File: src/rtl/fetch_pc_sequencer.sv
// Fetch-stage PC controller: owns the PC, issues requests to instruction memory
// over a ready/valid handshake, and applies branch/jump redirects from decode.
module fetch_pc_sequencer #(
    parameter logic [31:0] RESET_PC = 32'hBFC0_0000
) (
    input  logic        clk,
    input  logic        rst_n,
    input  logic        stall_f,
    input  logic        branch_d,
    input  logic        jump_d,
    input  logic [31:0] pc_plus4_d,
    input  logic [31:0] imm_d,
    input  logic [25:0] instr_index_d,
    output logic        imem_req,
    output logic [31:0] imem_addr,
    input  logic        imem_ready,
    output logic [31:0] pc_f,
    output logic [31:0] pc_plus4_f,
    output logic        fetch_valid_f,
    output logic        flush_d,
    output logic [1:0]  state_dbg_o
);

    // Handshake: a request is outstanding while imem_req=1; it completes in the
    // cycle imem_ready=1. imem_addr is held stable until that cycle.
    typedef enum logic [1:0] {
        BOOT  = 2'd0,
        REQ   = 2'd1,
        DRAIN = 2'd2
    } state_t;

    state_t      state_q, state_d;
    logic [31:0] pc_q, pc_d;
    logic [31:0] pend_pc_q, pend_pc_d;
    logic        redirect;
    logic [31:0] target;

    assign redirect = (branch_d | jump_d) & ~stall_f;
    assign target   = jump_d ? {pc_plus4_d[31:28], instr_index_d, 2'b00}
                             : pc_plus4_d + {imm_d[29:0], 2'b00};

    always_ff @(posedge clk or negedge rst_n) begin
        if (!rst_n) begin
            state_q   <= BOOT;
            pc_q      <= RESET_PC;
            pend_pc_q <= 32'h0;
        end else begin
            state_q   <= state_d;
            pc_q      <= pc_d;
            pend_pc_q <= pend_pc_d;
        end
    end

    always_comb begin
        state_d   = state_q;
        pc_d      = pc_q;
        pend_pc_d = pend_pc_q;
        case (state_q)
            BOOT: state_d = REQ;
            REQ: begin
                if (imem_ready) begin
                    if (redirect)      pc_d = target;
                    else if (!stall_f) pc_d = pc_q + 32'd4;
                end else if (redirect) begin
                    // Request still outstanding: park the target until it completes.
                    pend_pc_d = target;
                    state_d   = DRAIN;
                end
            end
            DRAIN: begin
                if (redirect) pend_pc_d = target;
                if (imem_ready) begin
                    pc_d    = redirect ? target : pend_pc_q;
                    state_d = REQ;
                end
            end
            default: state_d = BOOT;
        endcase
    end

    always_comb begin
        imem_req      = 1'b0;
        fetch_valid_f = 1'b0;
        flush_d       = 1'b0;
        case (state_q)
            REQ: begin
                imem_req      = 1'b1;
                fetch_valid_f = imem_ready & ~redirect & ~stall_f;
                flush_d       = redirect;
            end
            DRAIN: begin
                imem_req = 1'b1;
                flush_d  = redirect;
            end
            default: ;
        endcase
    end

    assign pc_f        = pc_q;
    assign imem_addr   = pc_q;
    assign pc_plus4_f  = pc_q + 32'd4;
    assign state_dbg_o = state_q;

endmodule

File: config.mk
export PLATFORM = sky130hd
export DESIGN_NAME = fetch_pc_sequencer
export DESIGN_NICKNAME = d
export VERILOG_FILES = /design/src/rtl/fetch_pc_sequencer.sv
export SDC_FILE = /design/constraint.sdc
export NUM_CORES = 1
export LEC_CHECK = 0
export CAP_MARGIN = 30
export CORE_ASPECT_RATIO = 1.75
export CORE_MARGIN = 3
export CORE_UTILIZATION = 24
export DETAILED_ROUTE_END_ITERATION = 8
export PLACE_DENSITY = 0.47
export SYNTH_ARGS = -nofsm -noshare
export SYNTH_HDL_FRONTEND = slang
export SYNTH_SLANG_ARGS = --single-unit
File: constraint.sdc
create_clock -name clk -period 2.6 [get_ports clk]
set_clock_uncertainty 0.2 [all_clocks]
set_input_delay 0.52 -clock clk [delete_from_list [all_inputs] [get_ports clk]]
set_output_delay 0.52 -clock clk [all_outputs]
set_load 0.1 [all_outputs]
# Word-level counts from Yosys, hierarchy flattened
# Cells that the tools add are included.
[word_totals]
register_bits = 66
in_bits = 96
out_inout_bits = 101
wordCells = 40
[classes]
n_addsub = 2
n_eq_ne = 7
mux = 16
bitwise = 6
n_reduce_logical = 6
[ops]
columns = ["operator", "count"]
rows = [
  ["$mux 32", 7],
  ["$pmux 32 s2", 2],
  ["$add 32x3->32 const B", 1],
  ["$add 32x32->32", 1],
  ["$ne 2x2->1 const B", 4],
  ["$mux 2", 3],
  ["$pmux 2 s3", 1],
  ["$reduce_and 4->1", 1],
  ["$and 1x1->1", 3],
  ["$mux 1", 3],
  ["$ne 3x3->1 const B", 1],
  ["$reduce_and 3->1", 1],
  ["$eq 2x1->1 const B", 1],
  ["$eq 2x2->1 const B", 1],
  ["$logic_not 2->1", 1],
  ["$not 1->1", 2],
  ["$reduce_and 2->1", 1],
  ["$reduce_bool 2->1", 1],
  ["$reduce_or 2->1", 1],
  ["$or 1x1->1", 1],
]

# Depth between registers and ports, before layout
[depth]
ltp_word = 6
mapped_depth = 11

# Least setup slack after synthesis
# OpenSTA, ideal clock, no wires.
[synth_timing]
path_kind = "register to output"
start = "reg pc_q[2], in the netlist imem_addr[2]"
end = "out pc_plus4_f[26]"
t_arrival_ps = 3853
required_time_ps = 1880
setup_slack_ps = -1973
path_stages_with_launch = 8
path_buffers = 0
path_cell_list = "dfrtp_1 > ha_1 > nand2_1 > nor2_1 > nand3_2 > nor2_1 > nand3_1 > xnor2_1"
[synth_via]
elab_chain_len = 1
[synth_rtl]
columns = ["item", "line_no", "rtl"]
rows = [
  ["start: declaration", "33", "logic [31:0] pc_q, pc_d;"],
  ["start signal: assignment", "49", "pc_q <= pc_d;"],
  ["$add 32x3->32", "101", "assign pc_plus4_f = pc_q + 32'd4;"],
  ["end: declaration", "18", "output logic [31:0] pc_plus4_f,"],
]
# No other way between the ends.

# Final worst setup path
[layout_timing]
start = "reg pc_q[9], in the netlist imem_addr[9]"
end = "out pc_plus4_f[21]"
# Same word-level chain as after synthesis.

==> flow_metrics.py <==
metrics = {
    "die": {
        "die_h_um": 213.6,
        "rows": 75,
        "start_util": 0.2450,
        "dieArea_um2": 26610,
        "num_io_pins": 197,
        "coreArea_um2": 24120,
        "dieWidth_um": 124.6,
    },
    "setup_path": {
        "crit_path_start": "imem_addr[9]",
        "rr_endpoint": "imem_addr[18]",
        "worstSetupEndpoint": "pc_plus4_f[21]",
        "regToRegStartpoint": "imem_addr[9]",
        "cp_max_fo": 6,
        "rrSetupSlack_ns": 0.01,
        "arrival_ns": 2.20,
        "end_kind": "primary output",
        "r2r_cells": 11,
        "required_ns": 1.88,
        "critPathKind": "reg -> out",
        "critPathLaunchType": "flop",
    },
    "timing": {
        "tightest_slew_ns": 0.4626,
        "fin_crit_sh": 1.124,
        "holdWs_ns": 0.2702,
        "drv_slew": 0,
        "setup_violations": 38,
        "fin_crit_ns": 2.923,
        "max_freq_ghz": 0.3421,
        "rsz0062_at_grt": "true",
        "slew_headroom": 0.6895,
        "setup_slack_ns": -0.3229,
        "finalHoldViolCount": 0,
    },
    "clock_network": {
        "clock_latency_ns": 0.33,
        "cts_buffers": 9,
        "cts-root-buf": "clkbuf_16",
        "cts_tree": "done",
        "clk_pin_slew_ns": 0.06,
        "cts_buffer_depth": 2,
        "h-tree-depth": 3,
        "cts_num_sinks": 66,
    },
    "hold_path": {
        "hp-class": "reg -> reg",
    },
    "power": {
        "cellLeakagePower_nw": 5.321,
        "pwr-share-seq": 0.135,
        "p_sw_mw": 8.826,
        "comb_power_share": 0.789,
        "pwr-share-clk": 0.076,
        "intPower_mw": 6.099,
        "vdd_drop_max_mv": 1.062,
        "sw_frac_of_total": 0.5913,
        "p_per_area_nw_per_um2": 1259,
    },
    "synth": {
        "syn_area_per_cell_um2": 7.899,
        "synth_flop_cell": "dfrtp_1",
        "syn_nets": 878,
        "ys_seq_area_frac": 0.2814,
        "syn_area_um2": 5908,
        "async_flop_share": 1.000,
        "ys_types": 67,
        "netlist_instances": 748,
        "synth_seq_cells": 66,
        "yosys_warnings": 0,
        "synth_edf_count": 0,
    },
    "placement": {
        "io_buffers": 194,
        "finalWeightedCongestion": 0.8792,
        "dp.final_hpwl_mm": 19.82,
        "place_inst": 1367,
        "place_area_um2": 10190,
    },
    "drt": {
        "vias_per_cell": 4.747,
        "drt-total-wl_mm": 24.99,
        "drtAntennaViolNets": 0,
        "drc": 0,
        "dr.pass1.iters": 5,
        "vias": 6874,
        "drtIter0Drc": 272,
        "drt-wirelength-per-cell_um": 17.26,
    },
    "cells_and_area": {
        "finalCoreUtilization": 0.4917,
        "post_layout_nonfiller_instances": 1448,
        "num-fill-cells": 2294,
        "mostFrequentLayoutCells": "buf_4 (282), nand2_1 (114), nor2_1 (53), clkdlybuf4s50_1 (48), buf_12 (44)",
        "nets": 1266,
        "final_area_um2": 11860,
        "area_growth_pct": 100.7,
        "final_common_cell": "buf_4",
        "drive_above_1_share": 0.5386,
        "n_antenna_cell": 0,
    },
    "grt": {
        "grt_pass1_vias": 7082,
        "antenna_found_initial": 0,
        "grt_max_degree": 42,
        "grt-ovfl-total": 0,
        "grt_pass1_wl_mm": 38.30,
        "grt_usage": 0.1808,
    },
    "outcome": {
        "status": "complete, but fails checks",
        "violations": "setup timing",
    },
    "job": {
        "cap_violations": 0,
    },
}
==> area by class of cell <==
| class | instances | area, um^2 | area share |
|---|---|---|---|
| sequential | 66 | 1747 | 0.1473 |
| clock buffer | 12 | 256.5 | 0.02163 |
| clock inverter | 3 | 15.01 | 0.001266 |
| inverter | 15 | 56.30 | 0.004748 |
| timing repair buffer | 443 | 4091 | 0.3450 |
| multi-input combinational | 601 | 5308 | 0.4476 |
| tap | 308 | 385.4 | 0.03250 |
==> cells by family (layout without fill, tap and decap cells) <==
logic type,count (synthesis),after routing,synth area share
AOI/OAI and AO/OA,218,218,0.2438
xor gates and xnor gates,51,51,0.07560
buffers and inverters,81,473,0.07454
adders and majority gates,34,34,0.07327
muxes,30,30,0.05294
DFF,66,66,0.2814
and+or+nand+nor,268,268,0.1984
==> synthesized netlist by cell type, drive strengths merged, types with 3 or more instances <==
master  count  share of area
a22o        3         0.0044
and3        9         0.0095
o211ai      3         0.0038
dfrtp      57           0.24
clkbuf     28          0.018
nor3       11         0.0093
a31o        5         0.0074
o21a        9          0.011
nand2     127          0.081
inv        15         0.0095
o221ai      3         0.0044
nand3      23          0.021
a21o       16          0.022
buf        38          0.047
a221oi      4          0.011
a311oi      4         0.0059
ha         33          0.070
o31ai       6          0.011
nor2       70          0.045
a211oi     10          0.014
dfstp       9          0.040
or3         3         0.0032
nand2b      4         0.0042
o22ai       3         0.0032
a22oi       3         0.0038
a31oi      12          0.015
xnor2      28          0.042
xor2       23          0.034
and4        4         0.0064
o21ai      77          0.066
nand4       8         0.0085
a21oi      50          0.046
and2        5         0.0057
mux2       10          0.019
mux2i      20          0.034
==> layer usage <==
layer / routed length [um] / GRT usage
met5: 0 / 0
met1: 9587 / 0.2096
met2: 13960 / 0.3477
met4: 511 / 0.05373
met3: 932 / 0.02069
==> repair_timing <==
item | CTS | global route
hold buffers | 1 | 0
pin swaps | 101 | 83
endpoints found under the setup margin | 72 | 62
resized for setup | 178 | 138
endpoints found under the hold margin | 7 | 0
setup buffers | 38 | 33
==> critical path: stages (launching register included) <==
cell and delay (ns):
dfrtp_4 0.40, and4_4 0.23, and4_4 0.27, nand3_4 0.17, buf_4 0.20, nor3_4 0.22
xor2_4 0.19, buf_12 0.19
==> metrics by stage <==
stage	power, mW	setup TNS [ns]	worst slack [ns]
after floorplan	10.04	-14.86	-0.5372
after global placement	13.23	-35.63	-1.018
after detailed placement	13.26	-37.21	-1.081
after CTS	14.71	-6.842	-0.3166
after global routing	15.53	-9.769	-0.4314
final	14.93	-5.394	-0.3229
==> registers in the layout (all words and copies together) (netlist names) <==
| register | cells |
|---|---|
| imem_addr | 32 |
| pend_pc_q | 32 |
| state_dbg_o | 2 |
==> power by group through the flow <==
| stage | registers (mW) | clock network [mW] | logic (mW) |
|---|---|---|---|
| 2_1_floorplan | 4.03 | 0 | 6.02 |
| 3_3_place_gp | 2.00 | 0 | 11.2 |
| 3_5_place_dp | 2.01 | 0 | 11.2 |
| 4_1_cts | 2.01 | 1.15 | 11.6 |
| 5_1_grt | 2.09 | 1.19 | 12.2 |
| 6_report | 2.02 | 1.13 | 11.8 |
==> worst min-delay path by stage <==
stage / startpoint / cells past startpoint / to / slack (ns)
floorplan: rst_n / 0 / imem_addr[0] / 0.02
global placement: rst_n / 1 / state_dbg_o[0] / 0.24
detailed placement: rst_n / 1 / state_dbg_o[0] / 0.24
CTS: pend_pc_q[11] / 2 / pend_pc_q[11] / 0.28
global route: pend_pc_q[29] / 2 / pend_pc_q[29] / 0.28
finish: pend_pc_q[29] / 2 / pend_pc_q[29] / 0.27
(Power assumes the default switching activity.)
